`src/rtl/conv_layer_sequencer.sv`:
```
// conv_layer_sequencer: runs conv_engine over NUM_FILTERS 5x5 filters and relocates write-backs; watchdog under CONV_SEQ_WATCHDOG_EN
module conv_layer_sequencer #(
    parameter int MAPSIZE = 32,
    parameter int NUM_FILTERS = 6,
    parameter int WDOG_CYCLES = 4096,
    localparam int OUTPUT_DIM = MAPSIZE - 4,
    localparam int TOTAL_PIXELS = MAPSIZE * MAPSIZE,
    localparam int OUT_PIXELS = OUTPUT_DIM * OUTPUT_DIM,
    localparam int WA = $clog2(NUM_FILTERS * 25),
    localparam int IA = $clog2(TOTAL_PIXELS),
    localparam int EA = $clog2(OUT_PIXELS),
    localparam int OA = $clog2(NUM_FILTERS * OUT_PIXELS)
) (
    input  logic                         clk,
    input  logic                         rst,
    input  logic                         go,
    output logic                         busy,
    output logic                         layer_done,
    output logic                         err,
    output logic [WA-1:0]                wgt_rd_addr,
    input  logic signed [7:0]            wgt_rd_data,
    output logic [IA-1:0]                img_rd_addr,
    output logic                         img_rd_en,
    input  logic signed [7:0]            img_rd_data,
    output logic                         eng_start,
    output logic                         eng_data_valid,
    output logic signed [7:0]            eng_pixel,
    output logic signed [4:0][4:0][7:0]  eng_weights,
    input  logic                         eng_all_done,
    input  logic [EA-1:0]                eng_wr_addr,
    input  logic signed [31:0]           eng_wr_data,
    input  logic                         eng_wr_en,
    output logic [OA-1:0]                out_wr_addr,
    output logic signed [31:0]           out_wr_data,
    output logic                         out_wr_en
);
    localparam int FW = (NUM_FILTERS > 1) ? $clog2(NUM_FILTERS) : 1;
    localparam int CMAX = (TOTAL_PIXELS > WDOG_CYCLES) ? TOTAL_PIXELS : WDOG_CYCLES;
    localparam int CW = $clog2(CMAX + 1);

    typedef enum logic [2:0] {IDLE, LOAD_W, START, STREAM, WAIT_DONE, FINISH} state_t;
    state_t state, state_nxt;
    logic [CW-1:0] cnt;
    logic [FW-1:0] f;
    logic last_f, wdog_trip;
    logic [31:0] widx;
    logic [2:0] wr, wc;

    assign last_f = f == FW'(NUM_FILTERS - 1);
    assign widx = 32'(cnt) - 32'd1;
    assign wr = 3'(widx / 5);
    assign wc = 3'(widx % 5);
`ifdef CONV_SEQ_WATCHDOG_EN
    assign wdog_trip = state == WAIT_DONE && !eng_all_done && cnt == CW'(WDOG_CYCLES - 1);
`else
    assign wdog_trip = 1'b0;
`endif

    // state register
    always_ff @(posedge clk or negedge rst)
        if (!rst) state <= IDLE;
        else state <= state_nxt;

    // next state and per-state memory/engine strobes
    always_comb begin
        state_nxt = state;
        wgt_rd_addr = '0;
        img_rd_en = 1'b0;
        img_rd_addr = '0;
        eng_start = 1'b0;
        eng_data_valid = 1'b0;
        eng_pixel = '0;
        busy = state != IDLE;
        layer_done = state == FINISH;
        case (state)
            IDLE: state_nxt = go ? LOAD_W : IDLE;
            LOAD_W: begin
                wgt_rd_addr = (cnt < CW'(25)) ? WA'(32'(f) * 25 + 32'(cnt)) : '0;
                state_nxt = (cnt == CW'(25)) ? START : LOAD_W;
            end
            START: begin
                eng_start = 1'b1;
                state_nxt = STREAM;
            end
            STREAM: begin
                img_rd_en = cnt < CW'(TOTAL_PIXELS);
                img_rd_addr = img_rd_en ? IA'(cnt) : '0;
                eng_data_valid = cnt != '0;
                eng_pixel = eng_data_valid ? img_rd_data : '0;
                state_nxt = (cnt == CW'(TOTAL_PIXELS)) ? WAIT_DONE : STREAM;
            end
            WAIT_DONE: state_nxt = eng_all_done ? (last_f ? FINISH : LOAD_W) : (wdog_trip ? IDLE : WAIT_DONE);
            FINISH: state_nxt = IDLE;
            default: state_nxt = IDLE;
        endcase
    end

    // per-state step counter (restarts on every transition) and filter index
    always_ff @(posedge clk or negedge rst)
        if (!rst) begin
            cnt <= '0;
            f <= '0;
        end else begin
            cnt <= (state_nxt != state || state == IDLE) ? '0 : cnt + 1'b1;
            f <= (state == IDLE) ? '0 : (state == WAIT_DONE && eng_all_done && !last_f) ? f + 1'b1 : f;
        end

`ifdef CONV_SEQ_WATCHDOG_EN
    // sticky watchdog flag, cleared when the next layer is accepted
    always_ff @(posedge clk or negedge rst)
        if (!rst) err <= 1'b0;
        else err <= (state == IDLE && go) ? 1'b0 : (err | wdog_trip);
`else
    assign err = 1'b0;
`endif

    // capture the ROM word requested on the previous cycle into its row-major slot
    always_ff @(posedge clk or negedge rst)
        if (!rst) eng_weights <= '0;
        else if (state == LOAD_W && cnt != '0) eng_weights[wr][wc] <= wgt_rd_data;

    // relocate engine write-backs into the active filter's slab, one cycle later
    always_ff @(posedge clk or negedge rst)
        if (!rst) begin
            out_wr_addr <= '0;
            out_wr_data <= '0;
            out_wr_en <= 1'b0;
        end else begin
            out_wr_addr <= OA'(32'(f) * OUT_PIXELS + 32'(eng_wr_addr));
            out_wr_data <= eng_wr_data;
            out_wr_en <= eng_wr_en;
        end
endmodule

```
`config.mk`:
```
export PLATFORM = sky130hd
export DESIGN_NAME = conv_layer_sequencer
export DESIGN_NICKNAME = d
export VERILOG_FILES = /design/src/rtl/conv_layer_sequencer.sv
export SDC_FILE = /design/constraint.sdc
export NUM_CORES = 1
export LEC_CHECK = 0
export BUFFER_PORTS_ARGS = -buffer_cell sky130_fd_sc_hd__buf_2
export CAP_MARGIN = 20
export CORE_UTILIZATION = 30
export CTS_BUF_LIST = sky130_fd_sc_hd__clkbuf_4
export DETAILED_ROUTE_END_ITERATION = 8
export GPL_TIMING_DRIVEN = 0
export PLACE_DENSITY = 0.6
export SYNTH_ARGS = -nofsm -noshare
export SYNTH_HDL_FRONTEND = slang
export SYNTH_SLANG_ARGS = --single-unit
```
`constraint.sdc`:
```
create_clock -name clk -period 21.1 [get_ports clk]
set_input_delay 3.165 -clock clk [delete_from_list [all_inputs] [get_ports clk]]
set_output_delay 3.165 -clock clk [all_outputs]
set_load 0.01 [all_outputs]
```
After elaboration in Yosys (flattened, before gate mapping). Cells that the tools add are included.

Reductions and logical operators: 11. Multiply operators: 2. $lt $le $gt $ge: 6. Add/subtract/negate cells: 5. Div/mod/pow operators: 2. Equality and inequality tests: 9. Multiplexer cells: 23.

Operators with widths (count): $bwmux 200 (1); $demux 40 s3 (1); $mux 40 (1); $mux 8 (5); $div 32x3->32 const B (1); $mod 32x3->32 const B (1); $demux 8 s3 (1); $mux 10 (2); $mux 3 (5); $pmux 3 s5 (1); $sub 13x1->14 const B (1); $add 13x1->13 const B (1); $add 13x10->13 (1); $eq 13x11->1 const B (1); $eq 13x5->1 const B (1); $lt 13x11->1 const B (1); $lt 13x5->1 const B (1); $mux 13 (1); $reduce_bool 13->1 (1); $eq 3x3->1 const B (3); $mul 3x6->9 const B (1); $add 8x8->8 (1); $lt 3x4->1 const B (2); $mul 3x5->8 const B (1); 13 further kinds (22).

Flip-flop bits (word level): 265. Output and inout port bits: 278.

Depth between registers and ports, before layout.
Word-level depth: 9. Gate-level depth with buffers: 50. Gate-level depth less buffers: 38.

Least setup slack after synthesis. No wires, ideal clock.

Path kind: flip-flop to flip-flop. From: register cnt[9]. To: register eng_weights[0] (netlist name). Data required time: 20975 ps. Arrival time: 10967 ps. Path slack: 10008 ps. Stages on the path, launching flop included: 48. Library setup time: 125 ps. Clock period less this slack: 11092 ps. Buffers on the path: 9. Path through: dfrtp_1 buf_6 or4_4 buf_6 or4_4 buf_6 clkinv_4 ha_1 nor4b_1 and4_1 a221oi_1 a22o_1 buf_6 o211ai_2 o311ai_1 a21oi_1 o221ai_1 nand4b_4 [... 12 more ...] and2_1 clkbuf_1 ha_1 o211ai_1 a211o_1 and4_1 nand4_2 buf_6 xnor2_1 ha_1 nand2b_1 nand2_1 or3_1 a32o_1 clkbuf_2 buf_6 nor4_4 mux2_4.

Longest elaborated chain between the ends: 9.

Ends and longest elaborated chain: start: declaration (line 43) `logic [CW-1:0] cnt;`; start signal: assignment (line 104) `cnt <= (state_nxt != state || state == IDLE) ? '0 : cnt + 1'b1;`; $sub 13x1->14 (line 50) `assign widx = 32'(cnt) - 32'd1;`; $mod 32x3->32 (line 52) `assign wc = 3'(widx % 5);`; $lt 3x4->1 (not written as such) or $ge 3x1->1 (tied branches) (line 120) `else if (state == LOAD_W && cnt != '0) eng_weights[wr][wc] <= wgt_rd_data;`; $logic_and 1x1->1 (not written as such) (line 120); $mux 8 (not written as such) (line 120); $demux 8 s3 (line 120); $mux 40 (not written as such) (line 120); $demux 40 s3 (line 120); $bwmux 200 (line 120); end signal: indexed assignment (line 120); end: declaration (line 28) `output logic signed [4:0][4:0][7:0] eng_weights,`.

Parallel ways exist; a longest one is shown, timed or not. A chain may end at the register's enable or synchronous reset.

Worst setup path in the final report.
From: register cnt[0]. To: register eng_weights[170] (netlist name).

Same word-level chain as after synthesis.

==> results.yml <==
layout:
  fin_nets: 1837
  fill_cells: 4892
  syn2layout_area_growth_pct: 23.0
  drive_gt1_share_pct: 41.8
global_route:
  antenna_found_initial: 2
  grt.total_usage_pct: 17.5
  grt_pass1_vias: 12700
  grt_max_degree: 114
  grt-ovfl-total: 0
  grt_pass1_wl_um: 70700
synthesis:
  netlist_area_um2: 15000
  yosys_warnings: 0
  avgSynthCellArea_um2: 11.3
  synth.yosys.seq_area_share_pct: 44.2
  async_flop_share_pct: 100
  synth_edf_count: 0
  synthCells: 1325
  ys_ff_latch: 265
  ys.flop_type: "dfrtp_1"
  yosysUniqueCellTypes: 114
  synth_nets: 1423
critical_path:
  cp.arrival_ns: 13.88
  cp_max_fo: 10
  critPathRequiredTime_ns: 21.67
  cp-end-kind: "flip-flop"
  cp-start-kind: "flip-flop"
  worst_path_largest_cell_delay_ns: 0.85
  worstSetupPathType: "reg -> reg"
  cpMaxStageDelayCell: "nor4_4"
sta:
  fmax_ghz: 0.0751
  tns_ns: 0
  hold_violations: 0
  fin_crit_sh_pct: 63.1
  setup_viol: 0
  rsz0062_at_grt: "no"
  layout_min_cycle_time_ns: 13.31
  final_max_slew_viol_count: 0
  worst_pin_slew_ns: 1.07
  relSlewSlack_pct: 28.7
  finClkSkew_ns: 0.0333
floorplan:
  fp-row-count: 81
  die_x_um: 226
  initial_core_util_pct: 30.6
  die_h_um: 226
  core_area_um2: 49200
  die_area_um2: 51000
  io_pins: 341
detailed_routing:
  routed_wirelength_um: 45000
  dr.pass1.iters: 5
  vias_per_cell: 5.05
  drtIter0Drc: 608
  antenna_left: 0
  drc: 0
  vias: 12400
  avgRoutedWirePerCell_um: 18.3
clocking:
  numCtsBuffers: 70
  postCtsSetupRepairBufs: 0
  clk_path_buf_depth: 3
  cts_tree: "built"
  cts_hold_buf: 0
  htree_levels: 3
  clkSinkCount: 265
  clockRootBuffer: "clkbuf_4"
  ctsResizeCount: 0
  clk_pin_slew_ns: 0.06
  worstSkewPairLatency_ns: 0.72
placement:
  gp_congestion: 0.854
  port_buffers: 339
  dp_hpwl_um: 33400
status:
  outcome: "finished, final reports clean"
hold_path:
  hp-class: "reg -> reg"
run:
  maxCapViolCount: 0
[Yosys cell counts (12+ instances only)]
library cell	count	share of area [%]
and2_1	24	1.0
o211ai_1	13	0.65
xnor2_1	35	2.0
nor2_1	87	2.2
nand2b_1	15	0.62
clkbuf_1	42	1.0
nor3_1	27	0.90
xor2_1	13	0.76
ha_1	32	2.7
nand3_1	47	1.6
o21ai_0	34	1.1
nor4_4	12	1.7
inv_1	27	0.67
mux2_2	131	9.8
dfrtp_1	265	44
a31oi_1	19	0.79
nor4_1	19	0.79
mux2_4	72	7.2
a21oi_1	51	1.7
nand2_1	90	2.2
[per-layer routing]
layer / vias to the layer above / GRT usage, % / wire [um]
li1: 5780 / - / -
met1: 6106 / 21.8 / 19200
met2: 425 / 28.8 / 21700
met3: 70 / 4.97 / 3170
met4: 0 / 6.17 / 892
met5: - / 0 / 0
[cell usage in the layout, fill, tap and decap left out, drive strengths merged, types with 21 or more instances in the layout]
| master | Yosys | layout |
|---|---|---|
| o21ai | 45 | 45 |
| inv | 27 | 28 |
| nor2 | 88 | 88 |
| buf | 24 | 365 |
| nor4 | 33 | 33 |
| and2 | 25 | 25 |
| nand2 | 92 | 92 |
| nand3 | 48 | 48 |
| xnor2 | 36 | 36 |
| dfrtp | 265 | 265 |
| clkinv | 1 | 21 |
| nor3 | 30 | 30 |
| ha | 32 | 32 |
| clkbuf | 45 | 141 |
| a21oi | 52 | 52 |
| mux2 | 203 | 203 |
[final timing paths]
kind / startpoint / end / slack (ns) / cells past startpoint
worst min-delay path: eng_weights[156] / eng_weights[156] / 0.50 / 1
min in group asynchronous: rst / eng_weights[148] / 2.38 / 1
worst max-delay path: cnt[0] / eng_weights[170] / 7.79 / 44
worst max register to register: cnt[0] / eng_weights[170] / 7.79 / 44
max in group asynchronous: rst / eng_weights[103] / 17.72 / 2
worst min register to register: eng_weights[156] / eng_weights[156] / 0.50 / 1
[per-stage QoR]
stage               utilization (%)  hold WS (ns)  cell area, um2  cells  setup slack, ns
floorplan                         -         0.550           15000   1325            10.01
global placement               35.7         0.485           17500   2328             8.06
detailed placement             35.8         0.486           17600   2330             7.91
CTS                            37.6         0.504           18500   2450             7.86
global route                   37.6         0.519           18500   2453             7.01
finish                         37.6         0.503           18500   2453             7.79
[layout make-up]
class / instances / area (um2) / area share, %
inverters: 28 / 110 / 0.596
diodes: 2 / 5.00 / 0.0271
well taps: 664 / 831 / 4.50
multi-input cells: 963 / 7930 / 42.9
repair buffers: 342 / 1770 / 9.56
clock buffers: 95 / 713 / 3.86
clock inverters: 25 / 136 / 0.738
plain buffers: 69 / 348 / 1.88
flip-flops and latches: 265 / 6630 / 35.9
[cell families after synthesis]
| group | synth area share, % |
|---|---|
| fa+ha+maj | 3.13 |
| xor+xnor | 2.91 |
| other cells | 0.0500 |
| mux | 17.6 |
| simple gates | 15.1 |
| flops | 44.2 |
| buf+inv | 3.05 |
| compound gates | 14.0 |
[flip-flops by register name, summed over array words and instances, names as in the netlist]
signal,cells
out_wr_addr,13
state,3
f,3
cnt,13
out_wr_data,32
out_wr_en,1
eng_weights,200
[critical path, delay by kind of cell, from the launching register on]
family / cells / cell delay [ns]
adders and majority gates: 3 / 0.71
DFF: 1 / 0.49
xor gates and xnor gates: 3 / 0.61
AOI/OAI and AO/OA: 10 / 3.40
buffers and inverters: 10 / 2.02
muxes: 1 / 0.35
and+or+nand+nor: 17 / 5.55
Power is left out: the tool's default activity adds up to more than one toggle a clock period on the data nets, which glitch-free logic cannot reach.
